**src/rtl/crc32_pkg.sv**
```systemverilog
// rtl/crc32_pkg.sv - shared CRC-32 constants and the single-bit serial step
package crc32_pkg;

  localparam logic [31:0] CRC32_POLY    = 32'h04C11DB7;
  localparam logic [31:0] CRC32_INIT    = 32'hFFFFFFFF;
  localparam logic [31:0] CRC32_RESIDUE = 32'h38FB2284;

  // One serial step in normal (MSB-shifting) form; the wire bit enters at the top.
  function automatic logic [31:0] crc32_step(input logic [31:0] crc,
                                             input logic        b,
                                             input logic [31:0] poly);
    logic fb;
    fb = crc[31] ^ b;
    return {crc[30:0], 1'b0} ^ (fb ? poly : 32'h0);
  endfunction

endpackage

```
**src/rtl/crc32_dibit.sv**
```systemverilog
// rtl/crc32_dibit.sv - Ethernet CRC-32 engine absorbing one RMII dibit per clock
module crc32_dibit
  import crc32_pkg::*;
#(
  parameter logic [31:0] POLY = CRC32_POLY,
  parameter logic [31:0] INIT = CRC32_INIT
) (
  input  logic        clk,
  input  logic        rst,
  input  logic        axiiv,
  input  logic [1:0]  axiid,
  output logic [31:0] axiod
);

  logic [31:0] crc_q;
  logic [31:0] crc_d;

  // axiid[0] is earlier on the wire, so it is stepped in first.
  always_comb begin
    crc_d = crc_q;
    if (axiiv) begin
      crc_d = crc32_step(crc32_step(crc_q, axiid[0], POLY), axiid[1], POLY);
    end
  end

  always_ff @(posedge clk) begin
    if (!rst) begin
      crc_q <= INIT;
    end else begin
      crc_q <= crc_d;
    end
  end

  assign axiod = ~crc_q;

endmodule

```
**config.mk**
```make
export PLATFORM = sky130hd
export DESIGN_NAME = crc32_dibit
export DESIGN_NICKNAME = d
export VERILOG_FILES = /design/src/rtl/crc32_pkg.sv /design/src/rtl/crc32_dibit.sv
export SDC_FILE = /design/constraint.sdc
export NUM_CORES = 1
export LEC_CHECK = 0
export CAP_MARGIN = 20
export CORE_MARGIN = 2
export CORE_UTILIZATION = 40
export DETAILED_ROUTE_END_ITERATION = 7
export DONT_BUFFER_PORTS = 1
export PLACE_DENSITY = 0.59
export SLEW_MARGIN = 20
export SYNTH_ARGS = -nofsm -noshare
export SYNTH_HDL_FRONTEND = slang
export SYNTH_SLANG_ARGS = --single-unit
```
**constraint.sdc**
```tcl
create_clock -name clk -period 1.25 [get_ports clk]
set_input_delay 0.1875 -clock clk [delete_from_list [all_inputs] [get_ports clk]]
set_output_delay 0.1875 -clock clk [all_outputs]
set_load 0.01 [all_outputs]
```
==> metrics.md, run 1 <==
| Metric | Value |
|---|---|
| First-pass GRT wire length | 4800 um |
| Fmax | 782 MHz |
| Buffers & Inverters on Critical Path | 2 |
| Initial antenna violation count | 0 |
| Number of flops mapped to enable cells by yosys | 0 |
| Die width | 65.2 um |
| Post-synth top area share | 42.7% |
| Synth Area in Simple Gates | 8.01% |
| Syn avg cell area | 9.20 um2 |
| Outcome | finished, violations left |
| Std cell rows | 22 |
| Detail Placement HPWL | 1950 um |
| Routed Wire Length | 2960 um |
| Mapped Cells | 163 |
| Layout cell share with drive strength beyond 1 | 14.9% |
| Max-cap violations | 0 |
| Reg2Reg Capture Point | crc_q[4] |
| WP data required | 1.41 ns |
| Worst Slack Setup Final | -0.0285 ns |
| Skew-Pair Late Insertion Delay | 0.28 ns |
| Most common flop cell mapped by yosys | dfxtp_1 |
| Worst Tran Pin Value | 0.472 ns |
| Failing checks | setup timing |
| CP delay by family, top | flip-flops |
| Synth cell types | 14 |
| Worst Setup SP | crc_q[30] |
| Seq/Total Area, Yosys | 42.7% |
| Top-count cell post-synth | inv_1 |
| H-Tree Depth | 2 |
| Post-Syn Nets | 168 |
| Crit Path Class | register to register |
| Placed cell area | 1560 um2 |
| Main combinational cell family by area after synthesis | XOR/XNOR gates |
| Max-slew headroom | 68.5% |
| Synthesized-area fraction occupied by adder cells | 0% |
| Final worst path period need | 1.28 ns |
| Synth-to-layout area growth | 19.5% |
| Tot GR Track Use | 14.9% |
| Worst hold path class | primary input to register |
| Crit path arrival time | 1.44 ns |
| Clock Pin Slew Worst Setup and Hold Paths | 0.07 ns |
| Max-slew violations | 0 |
| Vias in the first global route | 1024 |
| Final setup fails | 4 |
| Synth Area in Compound Gates | 17.9% |
| Mux cell area share after synthesis | 0% |
| Max reg flops | 32 |
| Slowest-stage cell, CP | dfxtp_2 |
| Via count | 1076 |
| CP endpoint kind | register |
| IO buf count | 0 |
| CTS tree | built |
| Final hold vios | 0 |
| 1st-iter DRT viols | 41 |
| DRT antenna net count | 0 |
| Levels on crit path | 5 |
| Grt total ovfl | 0 |
| I/O pins | 37 |
| Syn Std Cell Area | 1500 um2 |
| CP Cell Sequence | xnor2_4 -> buf_12 -> buf_4 -> xnor2_1 -> a211o_1 |
| Hold Path Cell Cnt | 1 |
| Initial Util | 41.3% |
| Num CTS Buffers | 5 |
| Wire length per cell | 13.3 um |
| R2r worst-path depth | 5 |
| Core area | 3630 um2 |
| Reg2Reg Setup Slack | -0.03 ns |
| Post-synth top area cell | dfxtp_1 |
| Setup Skew | 0.00485 ns |
| Ys async rst share | 0% |
| Synth Area in XOR/XNOR | 19.4% |
| Largest net degree at the start of global routing | 50 |
| RSZ-0062 raised after global routing | yes |
| Clock tree root driver cell | clkbuf_8 |
| Critical Path Start Type | register |
| Largest registers | crc_q: 32 flops |
| Biggest register | crc_q |
| Clk sinks | 32 |
| N_diodes | 0 |
| Placer Congestion | 0.723 |
| Final cycle utilization of the critical path | 102% |
| Die Area | 4250 um2 |
| Die Y | 65.2 um |
| Crit-path max cell delay | 0.35 ns |
| Post-synth top cells | 34 x inv_1, 32 x dfxtp_1, 18 x nand2_1, 16 x o211ai_1 |
| Register bit total from synthesis | 32 |
| Leakage Power | 0.979 nW |
| Post-route DRC violation count | 0 |
| Syn. warnings | 0 |
| Crit path capture | crc_q[4] |
| Design area | 1790 um2 |
| Synth area leaders | dfxtp_1 43%, xnor3_1 9.0%, inv_1 8.5% |
| CTS Buffer Depth | 2 |
| Post-layout net count | 179 |
| Vias per std cell | 4.83 |
| Max rail drop VDD | 0.715 mV |
| Pwr dens | 1530 nW/um2 |
| RR Startpoint | crc_q[30] |
| Total power draw | 2.73 mW |
| DR pass1 iterations | 4 |
| Peak fanout along the critical path | 13 |
==> metal layers <==
layer / track usage, % / wire [um] / share of wire (%)
met2: 23.0 / 1360 / 46
met5: 0 / 0 / 0
met4: 6.77 / 54 / 1.8
met3: 6.16 / 201 / 6.8
met1: 18.2 / 1340 / 45
==> layout make-up <==
class,count,area [um2]
Fill cell,350,1840
Tap cell,48,60.1
Multi-Input combinational cell,86,701
Inverter,34,128
Timing Repair Buffer,15,150
Clock inverter,2,35.0
Clock buffer,6,72.6
Sequential cell,32,646
==> logic make-up (layout without fill, tap and decap cells) <==
family          Yosys count  count (layout)
buf+inv                  45              57
compound gates           32              32
flops                    32              32
simple gates             32              32
xor+xnor                 22              22
==> power breakdown <==
group / switching, mW / internal, mW / total (mW)
Clock: 0.363 / 0.591 / 0.954
Combinational: 0.265 / 0.327 / 0.592
Sequential: 0.0712 / 1.12 / 1.19
Total: 0.699 / 2.03 / 2.73
==> worst min path at each step <==
| stage | startpoint | end |
|---|---|---|
| after detailed placement | rst | crc_q[23] |
| after CTS | rst | crc_q[11] |
| after global routing | rst | crc_q[31] |
| final | rst | crc_q[20] |
| after global placement | rst | crc_q[12] |
| after floorplan | crc_q[29] | crc_q[31] |
==> cells in the final DEF (no fill, tap or decap) <==
master,n
a211o_1,14
dfxtp_1,30
xnor2_1,14
clkbuf_8,5
buf_12,2
bufinv_16,1
buf_6,2
xnor2_4,2
dlygate4sd3_1,2
nor2_1,14
nand2_1,18
xnor3_1,6
clkinv_2,1
dfxtp_4,1
o211ai_1,16
buf_4,9
inv_1,34
dfxtp_2,1
clkbuf_1,1
o211ai_2,2
==> metrics by stage <==
stage / std cells / util, % / hold slack (ns) / TNS (ns) / worst slack, ns
floorplan: 163 / - / 0.443 / 0 / 0.0219
global placement: 202 / 42.9 / 0.258 / -2.14 / -0.236
detailed placement: 202 / 42.9 / 0.261 / -2.90 / -0.321
CTS: 215 / 47.4 / 0.00124 / -0.0372 / -0.0142
global route: 223 / 49.3 / 0.00706 / -0.478 / -0.0663
finish: 223 / 49.3 / 0.00767 / -0.0581 / -0.0285
==> timing repair <==
item	CTS	global route
endpoints found under the hold margin	3	2
hold buffers	1	1
resized for setup	2	2
endpoints found under the setup margin	14	12
setup buffers	4	7
pin swaps	4	3
(Power assumes the default switching activity.)
==> run 2, diff against run 1 <==
Settings changed: CORE_UTILIZATION 40 to 55, PLACE_DENSITY 0.59 to 0.76.
==> metrics.md, run 2 (same netlist as run 1, synthesis figures left out) <==
| Metric | Value |
|---|---|
| Vias in the first global route | 991 (-3.2%) |
| CP Cell Sequence | xnor2_4 -> buf_12 -> buf_4 -> xnor2_1 -> a211o_1 |
| Final cycle utilization of the critical path | 99.3% (-2.9 points) |
| 1st-iter DRT viols | 62 (+51%) |
| Worst hold path class | primary input to register |
| CTS tree | built |
| Hold Slack | -0.0204 ns (-0.0280 ns) |
| Sequential cell area | 646 um2 (unchanged) |
| CP delay by family, top | flip-flops |
| Post-route DRC violation count | 0 (unchanged) |
| Tot GR Track Use | 19.5% (+4.6 points) |
| Worst Tran Pin Value | 0.765 ns (+0.293 ns) |
| Final worst path period need | 1.24 ns (-0.0367 ns) |
| Initial antenna violation count | 0 (unchanged) |
| Pwr dens | 1480 nW/um2 (-2.7%) |
| Reg2Reg Capture Point | crc_q[6] |
| Hold Path Cell Cnt | 1 (unchanged) |
| Fmax | 805 MHz (+3.0%) |
| Design area | 1710 um2 (-4.7%) |
| Die Area | 3160 um2 (-26%) |
| WP data required | 1.47 ns (+0.06 ns) |
| CTS Buffer Depth | 2 (unchanged) |
| Filler cell count | 193 (-45%) |
| Commonest non-fill, non-tap cells in the layout | 34 x inv_1, 30 x dfxtp_1, 18 x nand2_1 |
| Synth-to-layout area growth | 13.9% |
| Die Y | 56.2 um (-14%) |
| Layout cell share with drive strength beyond 1 | 12.9% (-1.9 points) |
| Wire length on met3 | 189 um (-6.0%) |
| DR pass1 iterations | 4 (unchanged) |
| Setup Skew | 0.0132 ns (+0.00834 ns) |
| Met2 routed WL | 1320 um (-3.1%) |
| Wire length per cell | 14.1 um (+6.2%) |
| Placed cell area | 1520 um2 (-2.7%) |
| Clock tree root driver cell | clkbuf_4 |
| I/O pins | 37 (unchanged) |
| Placed Cells | 183 (-9.4%) |
| Hold buffer count at cts | 1 (unchanged) |
| Clk sinks | 32 (unchanged) |
| Post-layout net count | 174 (-2.8%) |
| Critical Path Start Type | register |
| Final hold vios | 16 (+16) |
| Final setup fails | 0 (-4) |
| Crit path arrival time | 1.46 ns (+0.02 ns) |
| Clk pwr share | 30.1% (-4.8 points) |
| Part of the power in registers | 46.8% (+3.4 points) |
| RSZ-0062 raised after global routing | yes |
| Uppermost routed layer | met4 |
| Vias per std cell | 5.25 (+8.8%) |
| Via count | 1050 (-2.4%) |
| Core area | 2520 um2 (-31%) |
| Leakage Power | 0.953 nW (-2.6%) |
| Crit Path Class | register to register |
| Die width | 56.2 um (-14%) |
| Peak fanout along the critical path | 8 (-5) |
| Failing checks | hold timing |
| Crit-path max cell delay | 0.37 ns (+0.02 ns) |
| Buffers & Inverters on Critical Path | 2 (unchanged) |
| Max-slew violations | 0 (unchanged) |
| Routed Wire Length | 2820 um (-4.7%) |
| Detail Placement HPWL | 1800 um (-7.7%) |
| Slowest-stage cell, CP | dfxtp_4 |
| Largest registers | crc_q: 32 flops |
| Hold EP | crc_q[3] |
| H-Tree Depth | 2 (unchanged) |
| Multi-input gate area | 701 um2 (unchanged) |
| Commonest non-fill, non-tap cell in the layout | inv_1 |
| Psw | 0.687 mW (-1.8%) |
| Num CTS Buffers | 5 (unchanged) |
| Outcome | finished, violations left |
| Placer Congestion | 0.728 (+0.68%) |
| First-pass GRT wire length | 4770 um (-0.58%) |
| DRT antenna net count | 0 (unchanged) |
| CP endpoint kind | register |
| Max-slew headroom | 49.0% (-19 points) |
| Max-cap violations | 0 (unchanged) |
| Worst Hold Launch | axiiv |
| Pint | 1.85 mW (-9.2%) |
| Max reg flops | 32 (unchanged) |
| Initial Util | 59.4% (+18 points) |
| Grt total ovfl | 0 (unchanged) |
| Switching fraction of total power | 27.1% (+1.5 points) |
| M1 WL | 1300 um (-3.3%) |
| Finished Layout Cells | 200 (-10%) |
| Reg2Reg Setup Slack | 0.008 ns (+0.04 ns) |
| IO buf count | 0 (unchanged) |
| R2r worst-path depth | 5 (unchanged) |
| Max rail drop VDD | 1.24 mV (+73%) |
| Skew-Pair Late Insertion Delay | 0.32 ns (+0.04 ns) |
| Biggest register | crc_q |
| Largest net degree at the start of global routing | 50 (unchanged) |
| Combinational cell fraction of total power | 23.1% (+1.5 points) |
| Std cell rows | 18 (-18%) |
| RR Startpoint | crc_q[31] |
| N_diodes | 0 (unchanged) |
| Clock Pin Slew Worst Setup and Hold Paths | 0.10 ns (+0.03 ns) |
## run 2: changes by cell type in the layout (fill, tap and decap cells not counted)
cell	change
buf_6	+2
clkbuf_4	+5
dlygate4sd3_1	-2
clkbuf_8	-5
buf_4	-6
dlymetal6s4s_1	+1
## run 2: layout make-up
class	count	area share, %
clock buffer	6	2.42
clock inverter	2	2.05
inverter	34	7.47
multi-input combinational	86	41.0
sequential	32	37.8
tap	30	2.20
timing repair buffer	10	7.03
## run 2: routing by layer
layer	up-vias	GRT usage [%]
met5	-	0
met4	0	6.12
met3	2	6.28
met2	25	31.1
met1	488	25.2
li1	535	-
## run 2: power groups by stage
stage | Sequential (mW) | Clock [mW] | Combinational (mW)
final | 1.19 | 0.763 | 0.586
after global routing | 1.20 | 0.837 | 0.651
after CTS | 1.19 | 0.780 | 0.584
after detailed placement | 1.21 | 0 | 0.496
after global placement | 1.20 | 0 | 0.482
after floorplan | 1.19 | 0 | 0.483
## run 2: worst register-to-register path: stages, from the launching register on
cell and delay [ns]:
dfxtp_4 0.37, xnor2_4 0.14, buf_12 0.15, buf_4 0.13
xnor2_1 0.11, a211o_1 0.25
## run 2: how the worst max path moves through the flow
stage / startpoint / to / slack (ns) / depth (start not counted)
global route: crc_q[31] / crc_q[23] / -0.05 / 5
floorplan: crc_q[31] / crc_q[3] / 0.02 / 4
global placement: crc_q[31] / crc_q[5] / -0.23 / 3
detailed placement: crc_q[31] / crc_q[11] / -0.31 / 3
finish: crc_q[31] / crc_q[6] / 0.008 / 5
CTS: crc_q[31] / crc_q[2] / -0.01 / 4
## run 2: stage by stage
step | util [%] | power (mW) | setup WS [ns] | setup TNS [ns]
finish | 67.7 | 2.54 | 0.00821 | 0
global route | 67.7 | 2.68 | -0.0502 | -0.268
CTS | 67.5 | 2.55 | -0.0102 | -0.0148
detailed placement | 60.1 | 1.70 | -0.313 | -3.41
global placement | 60.1 | 1.69 | -0.231 | -2.82
floorplan | - | 1.67 | 0.0219 | 0
## run 2: what timing repair did
| item | 4_1_cts | 5_1_grt |
|---|---|---|
| setup endpoints to repair | 20 | 19 |
| buffers inserted | 8 | 0 |
| resized for setup | 5 | 2 |
| hold endpoints to repair | 31 | 22 |
| pin swaps | 7 | 2 |
